<file path="src/rtl/uart_tx_arbiter.sv">
// rtl/uart_tx_arbiter.sv - shares one UART transmitter byte path between NREQ requesters
//
// Grants one requester at a time, latches its byte, pulses tx_start_o once and
// holds ownership until the transmitter reports tx_done_i.
// Build option: define UART_TX_ARB_ROUND_ROBIN_EN for round-robin arbitration;
// left undefined, the lowest-index valid requester always wins.

module uart_tx_arbiter #(
  parameter int NREQ = 2,
  parameter int OWW  = (NREQ > 2) ? $clog2(NREQ) : 1
) (
  input  logic              clk_i,
  input  logic              rstb_i,
  input  logic [NREQ-1:0]   req_valid_i,
  input  logic [8*NREQ-1:0] req_data_i,
  output logic [NREQ-1:0]   req_ready_o,
  input  logic              tx_busy_i,
  input  logic              tx_done_i,
  output logic              tx_start_o,
  output logic [7:0]        tx_data_o,
  output logic [OWW-1:0]    owner_o,
  output logic              busy_o
);

  typedef enum logic [1:0] {
    IDLE      = 2'd0,
    LAUNCH    = 2'd1,
    WAIT_DONE = 2'd2
  } state_t;

  state_t           state_q;
  logic             tx_start_q;
  logic             busy_q;
  logic [7:0]       data_q;
  logic [OWW-1:0]   owner_q;

  logic [OWW-1:0]   base_ptr;
  logic             grant_any;
  logic [OWW-1:0]   grant_idx;
  logic [7:0]       grant_byte;
  logic             grant_ok;

`ifdef UART_TX_ARB_ROUND_ROBIN_EN
  logic [OWW-1:0]   ptr_q;
  logic [OWW-1:0]   ptr_d;

  // Next search start is the requester after the one that just finished.
  always_comb begin
    ptr_d = (owner_q == OWW'(NREQ - 1)) ? '0 : owner_q + 1'b1;
  end

  assign base_ptr = ptr_q;
`else
  assign base_ptr = '0;
`endif

  // Winner search: scanning offsets from highest to lowest lets the smallest
  // offset from the search start overwrite any later candidate.
  always_comb begin
    grant_any  = 1'b0;
    grant_idx  = '0;
    grant_byte = 8'h00;
    for (int i = NREQ - 1; i >= 0; i--) begin
      for (int j = 0; j < NREQ; j++) begin
        if (req_valid_i[j] && (((int'(base_ptr) + i) % NREQ) == j)) begin
          grant_any = 1'b1;
          grant_idx = OWW'(j);
        end
      end
    end
    for (int j = 0; j < NREQ; j++) begin
      if (grant_idx == OWW'(j)) begin
        grant_byte = req_data_i[8*j +: 8];
      end
    end
  end

  // A handshake only happens from IDLE with the transmitter free and reset released.
  assign grant_ok = rstb_i && (state_q == IDLE) && !tx_busy_i && grant_any;

  // One-hot ready at the winner; zero whenever no grant is being made.
  always_comb begin
    req_ready_o = '0;
    for (int j = 0; j < NREQ; j++) begin
      req_ready_o[j] = grant_ok && (grant_idx == OWW'(j));
    end
  end

  // Arbiter FSM with registered start/busy outputs and latched byte/owner.
  always_ff @(posedge clk_i) begin
    if (!rstb_i) begin
      state_q    <= IDLE;
      tx_start_q <= 1'b0;
      busy_q     <= 1'b0;
      data_q     <= 8'h00;
      owner_q    <= '0;
`ifdef UART_TX_ARB_ROUND_ROBIN_EN
      ptr_q      <= '0;
`endif
    end else begin
      case (state_q)
        IDLE: begin
          tx_start_q <= 1'b0;
          if (grant_ok) begin
            data_q     <= grant_byte;
            owner_q    <= grant_idx;
            tx_start_q <= 1'b1;
            busy_q     <= 1'b1;
            state_q    <= LAUNCH;
          end else begin
            busy_q     <= 1'b0;
          end
        end
        LAUNCH: begin
          // A done pulse here closes an earlier frame, so it is not looked at.
          tx_start_q <= 1'b0;
          busy_q     <= 1'b1;
          state_q    <= WAIT_DONE;
        end
        WAIT_DONE: begin
          tx_start_q <= 1'b0;
          if (tx_done_i) begin
            busy_q  <= 1'b0;
            state_q <= IDLE;
`ifdef UART_TX_ARB_ROUND_ROBIN_EN
            ptr_q   <= ptr_d;
`endif
          end
        end
        default: begin
          tx_start_q <= 1'b0;
          busy_q     <= 1'b0;
          state_q    <= IDLE;
        end
      endcase
    end
  end

  assign tx_start_o = tx_start_q;
  assign busy_o     = busy_q;
  assign tx_data_o  = data_q;
  assign owner_o    = owner_q;

endmodule

</file>
<file path="config.mk">
export PLATFORM = sky130hd
export DESIGN_NAME = uart_tx_arbiter
export DESIGN_NICKNAME = d
export VERILOG_FILES = /design/src/rtl/uart_tx_arbiter.sv
export SDC_FILE = /design/constraint.sdc
export NUM_CORES = 1
export LEC_CHECK = 0
export CAP_MARGIN = 10
export CORE_MARGIN = 2
export CORE_UTILIZATION = 35
export DETAILED_ROUTE_END_ITERATION = 12
export PLACE_DENSITY = 0.73
export SLEW_MARGIN = 10
export SYNTH_ARGS = -nofsm -noshare
export SYNTH_HDL_FRONTEND = slang
export SYNTH_SLANG_ARGS = --single-unit
</file>
<file path="constraint.sdc">
create_clock -name clk_i -period 2.2 [get_ports clk_i]
set_clock_uncertainty 0.2 [all_clocks]
set_input_delay 0.22 -clock clk_i [delete_from_list [all_inputs] [get_ports clk_i]]
set_output_delay 0.22 -clock clk_i [all_outputs]
set_load 0.01 [all_outputs]
</file>
== Word-level counts from Yosys, hierarchy flattened ==
Cells that the tools add are included.
Operators by class
  add/subtract/negate cells: 0
  $mul: 0
  div/mod/pow operators: 0
  order comparisons: 0
  equality and inequality tests: 4
  shift operators: 0
  multiplexer cells: 10
  bitwise operators: 1
  reduce and logical (&&, ||, !) cells: 10
Operators by type and width (count)
  2-to-1 mux 8 bit: 1
  case mux 2 bit (3 select lines): 1
  AND reduction 2 bit: 3
  logical AND 1 bit: 5
  2-to-1 mux 1 bit: 5
  2-to-1 mux 2 bit: 2
  != test 2 bit, second input constant: 2
  case mux 1 bit (3 select lines): 1
  == test 2 x 1 -> 1 bit, second input constant: 1
  == test 2 bit, second input constant: 1
  logical NOT 2 bit: 1
  logical NOT 1 bit: 1
  NOT 1 bit: 1
Word-level totals
  register bits after elaboration: 13
  latch bits: 0
  memory bits (writable): 0
  memory bits (read-only): 0
  bits of input ports: 22
  output and inout bits: 13
  word-level logic and storage cells: 30
  memories kept: 0

== Depth between registers and ports, before layout ==
  depth after elaboration: 6
  gate-level depth with buffers: 5
  gate-level depth less buffers: 3

== Worst setup path after synthesis ==
Ideal clock, no wire load.
  path kind: reg2out
  start: register state_q[1]
  end: output req_ready_o[1]
  arrival time: 1.527 ns
  data required time: 1.780 ns
  setup slack: 0.253 ns
  cell stages (with the launch flop): 6
  buffers on the path: 2
  path through: dfxtp_1 > or4b_4 > buf_6 > or2_4 > buf_6 > nor2_1
On the way
  longest elaborated chain between the ends: 5
RTL lines
  from (decl): line 31  | state_t state_q;
  from (signal assigned): line 92  | state_q <= IDLE;
  from (signal assigned): line 109  | state_q <= LAUNCH;
  from (signal assigned): line 118  | state_q <= WAIT_DONE;
  logical NOT 2 bit: line 79  | assign grant_ok = rstb_i && (state_q == IDLE) && !tx_busy_i && grant_any;
  logical AND 1 bit (3 in a row): line 79
  logical AND 1 bit: line 85  | req_ready_o[j] = grant_ok && (grant_idx == OWW'(j));
  to (decl): line 16  | output logic [NREQ-1:0] req_ready_o,
No other way between the ends.

== Worst setup path after layout ==
  start: input rstb_i
  end: output req_ready_o[1]
On the way
  longest elaborated chain between the ends: 4
RTL lines
  from (decl): line 13  | input logic rstb_i,
  logical AND 1 bit (3 in a row): line 79
  logical AND 1 bit: line 85
No other way between the ends.

==> qor.csv <==
stage,metric,value,unit
clock_tree,cts_setup_buffers,0,
detailed_routing,remaining_drc_errors,0,
synth,ys_types,17,
worst_setup_path,r2r_end,owner_o,
synth,syn-num-nets,81,
synth,ys_warn_count,0,
power_and_ir_drop,peakVddDrop,0.4355,mV
place,dp.cells,110,
finish,final_area,964.7,µm²
clock_tree,clock_path_buffers,2,
finish,diodes,0,
timing,finalCritPeriodShare,0.9526,
worst_setup_path,r2r-start,state_q[1],
detailed_routing,wl_per_cell,12.67,µm
grt,grtUsageTotal,0.1604,
timing,max_slew.worst_pin.slew,0.2511,ns
timing,max_clock_freq,477.2,MHz
detailed_routing,drtIter0Drc,0,
floorplan,rows,14,
worst_setup_path,cp-end-kind,output port,
worst_hold_path,hold_end,owner_o,
place,pre_cts_ws,-0.3114,ns
floorplan,die_h,44.86,µm
synth,ys_seq_area_frac,0.4454,
power_and_ir_drop,p_leak,0.4235,nW
finish,synthToLayoutAreaGrowth,65.10,%
worst_setup_path,critPathArrivalTime,1.68,ns
detailed_routing,drt_wl_total,1444,µm
power_and_ir_drop,cellPowerDensity,561.0,mW/mm²
worst_setup_path,worst_ep_required_time,1.78,ns
synth,ys_ff_latch,13,
clock_tree,clock-sinks,13,
finish,nets,121,
finish,utilization,0.6258,
worst_setup_path,reg2regPathDepth,4,
timing,fin_ws,0.1043,ns
detailed_routing,viasPerCell,5.044,
power_and_ir_drop,swShare,0.2491,
worst_hold_path,min_delay_path_depth,2,
clock_tree,htree_levels,1,
worst_setup_path,critPathLaunchType,primary input,
place,place_area,943.4,µm²
grt,grt_max_degree,13,
synth,avgSynthCellArea,9.904,µm²
timing,slew_headroom,0.8323,
worst_hold_path,hp-start,owner_o,
power_and_ir_drop,pwr-share-seq,0.483,
grt,grt_pass1_wl,2346,µm
power_and_ir_drop,clockPowerShare,0.275,
grt,grt_pass1_vias,567,
clock_tree,path_clk_slew,0.08,ns
power_and_ir_drop,power_switching,134.8,µW
finish,drive_above_1_share,0.1327,
synth,synth.cell_area,584.3,µm²
place,dp.final_hpwl,1079,µm
power_and_ir_drop,combPwrFrac,0.242,
status,status,finished clean,
detailed_routing,dr.pass1.iters,1,
clock_tree,cts-root-buf,clkbuf_4,
grt,overflow,0,
timing,hold_viol,0,
detailed_routing,drtAntennaViolNets,0,
run,maxCapViolCount,0,
worst_setup_path,crit_type,primary input to output port,
finish,fin_cells,114,
worst_setup_path,r2r_slack,0.47,ns
power_and_ir_drop,intPower,406.4,µW
clock_tree,clk-insertion-delay-late,0.27,ns
synth,syn_inst,59,
floorplan,initial_core_util,0.3791,
place,port-buffer-count,34,
timing,grt_setup_unrepaired,no,
power_and_ir_drop,power.total,541.2,µW
finish,fillers,143,
floorplan,die_w,44.86,µm
timing,slew_violations,0,
detailed_routing,vias,575,
grt,antenna_found_initial,0,
worst_setup_path,path_max_fanout,2,
timing,fin_crit,2.096,ns
timing,setup_viol,0,
clock_tree,cts_tree,built,
clock_tree,cts_hold_buf,0,
floorplan,die_area,0.002012,mm²
worst_hold_path,holdCritPathClass,register to register,
clock_tree,cts_buffers,3,
place,gp_congestion,0.6965,
floorplan,core_area,0.001541,mm²
floorplan,ios,35,
[cells in the mapped netlist]
cell / instances / share of area
dfxtp_1: 13 / 0.45
nand2_1: 1 / 0.0064
o21ai_0: 3 / 0.026
buf_6: 3 / 0.058
nor3b_1: 1 / 0.013
a21oi_1: 1 / 0.0086
nor2_1: 4 / 0.026
nand2b_1: 1 / 0.011
o211ai_1: 8 / 0.10
buf_2: 1 / 0.0086
and2b_2: 1 / 0.015
or2_4: 1 / 0.015
inv_1: 4 / 0.026
o21ai_1: 6 / 0.051
nor2_2: 1 / 0.011
mux2i_1: 9 / 0.15
or4b_4: 1 / 0.024
[how the worst max path moves through the flow]
stage	from	to	slack [ns]	cells after the start
global placement	rstb_i	req_ready_o[1]	-0.33	5
floorplan	state_q[1]	req_ready_o[1]	0.25	5
global route	rstb_i	req_ready_o[0]	0.01	5
finish	rstb_i	req_ready_o[1]	0.10	5
detailed placement	rstb_i	req_ready_o[1]	-0.31	5
CTS	rstb_i	req_ready_o[0]	0.08	5
[timing repair]
| item | 4_1_cts | 5_1_grt |
|---|---|---|
| setup endpoints to repair | 2 | 1 |
| hold endpoints to repair | 0 | 0 |
| gates resized for setup | 5 | 1 |
[final cells by class]
| type | instances | area [µm²] | area share |
|---|---|---|---|
| inverters | 4 | 15.01 | 0.01556 |
| repair buffers | 39 | 372.9 | 0.3865 |
| well taps | 16 | 20.02 | 0.02075 |
| flip-flops and latches | 13 | 260.3 | 0.2698 |
| multi-input cells | 38 | 270.3 | 0.2802 |
| clock buffers | 4 | 26.28 | 0.02724 |
[critical path: stages]
cell and delay, ns:
clkdlybuf4s50_1 0.47, or4b_4 0.46, or2_4 0.26, nor2_1 0.11
buf_2 0.14
[per-stage QoR]
stage | hold WS, ns | TNS [ns]
6_report | 0.2643 | 0
4_1_cts | 0.2688 | 0
2_1_floorplan | 0.1933 | 0
3_5_place_dp | 0.2576 | -0.5030
3_3_place_gp | 0.2445 | -0.5067
5_1_grt | 0.3035 | 0
[kinds of logic (layout without fill, tap and decap cells)]
group,Yosys count,count (layout),share of synthesized area
compound gates,18,18,0.1884
simple gates,11,11,0.1199
buf+inv,8,47,0.09206
flops,13,13,0.4454
mux,9,9,0.1542
[flip-flops by register name, indices dropped and copies added (netlist names)]
register / flops
busy_o: 1
state_q: 2
owner_o: 1
tx_data_o: 8
tx_start_o: 1
[power groups by stage]
stage,Combinational (mW),Clock [mW],Sequential [mW]
4_1_cts,0.132,0.153,0.262
3_5_place_dp,0.132,0,0.267
3_3_place_gp,0.131,0,0.266
5_1_grt,0.141,0.162,0.264
2_1_floorplan,0.0475,0,0.273
6_report,0.131,0.149,0.261
[metal layers]
metal,vias to the layer above,wire length [µm],GRT usage
met5,-,0,0
met4,0,0,0.03529
met3,0,87,0.06000
met2,21,703,0.2638
met1,269,652,0.2010
li1,285,-,-
[placed cells by master, fill, tap and decap left out]
cell	count
nand2_1	1
clkdlybuf4s15_1	1
clkdlybuf4s50_1	32
nand2b_1	1
inv_1	4
o21ai_1	6
or4b_4	1
nor2_1	4
clkbuf_4	3
or2_4	1
o21ai_0	3
a21oi_1	1
buf_2	1
clkbuf_1	1
mux2i_1	9
and2b_2	1
o211ai_1	8
dfxtp_1	13
nor3b_1	1
buf_4	5
nor2_2	1
Note: power is estimated with default switching activity, not from simulation.
==> patch: new RTL, same flow settings <==
Build with the macro `UART_TX_ARB_ROUND_ROBIN_EN` defined.
--- a/src/rtl/uart_tx_arbiter.sv
+++ b/src/rtl/uart_tx_arbiter.sv
@@ -4,6 +4,8 @@
 // holds ownership until the transmitter reports tx_done_i.
 // Build option: define UART_TX_ARB_ROUND_ROBIN_EN for round-robin arbitration;
 // left undefined, the lowest-index valid requester always wins.
+
+`define UART_TX_ARB_ROUND_ROBIN_EN
 
 module uart_tx_arbiter #(
   parameter int NREQ = 2,
Behaviour: not the same (a bounded check fails within 4 cycles, from zero or initial values and one cycle with rstb_i low).
==> patch against the unedited design <==
Power up 12%. Utilization down 0.75 points. Wire length up 12%. Sequential cell count up 1. Area after synthesis up 7.3%. Worst setup slack worse by 0.013 ns. Design area up 9.5%. Die area up 6.6%.
==> patch: results (changes against the unedited design) <==
syn_inst: 55  # was 59
placed_area_mm2: 0.00102  # was 943 µm²
gp_congestion: 0.757  # was 0.697
drt_pre_antenna_iters: 2  # was 1
fmax_mhz: 474  # was 477 MHz
numPlacedInstances: 117  # was 110
regToRegSetupSlack_ns: 0.53  # was 0.47 ns
status: "finished clean"  # unchanged
fin_util_pct: 61.8  # was 62.6%
synth_cell_types: 21  # was 17
hold_depth: 1  # was 2
path_delay_family: "buffers and inverters"  # was simple AND/OR/NAND/NOR gates
fill_cells: 157  # was 143
grt_pass1_vias: 592  # was 567
drive_gt1_share_pct: 22.9  # was 13.3%
vdd_ir_drop_max_v: 0.000314  # was 0.000435 V
place_hpwl_mm: 1.24  # was 1.08 mm
synthTopCellsByArea: "dfxtp_1 (45%), o221a_2 (14%), o32a_1 (13%), buf_6 (3.6%), nor3_4 (2.6%)"  # was dfxtp_1 (45%), mux2i_1 (15%), o211ai_1 (10%), buf_6 (5.8%), o21ai_1 (5.1%)
p_leak_nw: 0.411  # was 0.424 nW
grt_use_total_pct: 16.1  # was 16.0%
via_count: 618  # was 575
ys_seq_area_share_pct: 44.7  # was 44.5%
worstMarginPinSlew_ns: 0.275  # was 0.251 ns
critPathSlowestCell: "or4b_4"  # was clkdlybuf4s50_1
synth-compound-area-share_pct: 35.5  # was 18.8%
critPathCapture: "req_ready_o[0]"  # was req_ready_o[1]
drtIter0Drc: 13  # was 0
grt_start_max_net_pins: 12  # was 13
-- patch: changes by cell type after synthesis, sizes merged, moves of 8 or more --
| cell | unedited run | this run |
|---|---|---|
| o211ai | 8 | 0 |
| o32a | 0 | 8 |
| o21ai | 9 | 0 |
| o221a | 0 | 8 |
| mux2i | 9 | 0 |
-- patch: worst min-delay path by stage --
stage,endpoint,startpoint,slack [ns]
6_report,base_ptr$_SDFFE_PN0P_,owner_o$_SDFFE_PN0P_,0.28
5_1_grt,base_ptr$_SDFFE_PN0P_,owner_o$_SDFFE_PN0P_,0.31
4_1_cts,base_ptr$_SDFFE_PN0P_,owner_o$_SDFFE_PN0P_,0.29
3_5_place_dp,base_ptr$_SDFFE_PN0P_,owner_o$_SDFFE_PN0P_,0.27
3_3_place_gp,base_ptr$_SDFFE_PN0P_,owner_o$_SDFFE_PN0P_,0.27
2_1_floorplan,base_ptr$_SDFFE_PN0P_,tx_done_i,0.13
-- patch: power breakdown --
part / internal (mW) / total, mW / leakage, nW / switching, mW
sequential: 0.269 / 0.277 / 0.115 / 0.00814
combinational: 0.0938 / 0.148 / 0.275 / 0.0539
clock: 0.101 / 0.183 / 0.0210 / 0.0822
-- patch: per-layer routing --
metal,share of wire [%],wire length [µm],vias to the layer above,track usage (%)
li1,-,-,304,-
met1,45,729,285,18.3
met2,47,763,29,28.9
met3,7.6,123,0,3.92
met4,0,0,0,5.14
met5,0,0,-,0
-- patch: layout make-up --
cell class | instances | share of cell area [%]
Timing Repair Buffer | 41 | 37.1
Multi-Input combinational cell | 34 | 28.9
Sequential cell | 14 | 26.5
Clock buffer | 4 | 3.44
Tap cell | 25 | 2.96
Inverter | 3 | 1.07
-- patch: cells by family after synthesis --
group,Yosys count
compound gates,23
flops,14
simple gates,11
buf+inv,7
-- patch: what timing repair did --
action | CTS | global route
hold buffers | 0 | 0
hold endpoints to repair | 0 | 0
gates resized for setup | 2 | 1
setup endpoints to repair | 2 | 1
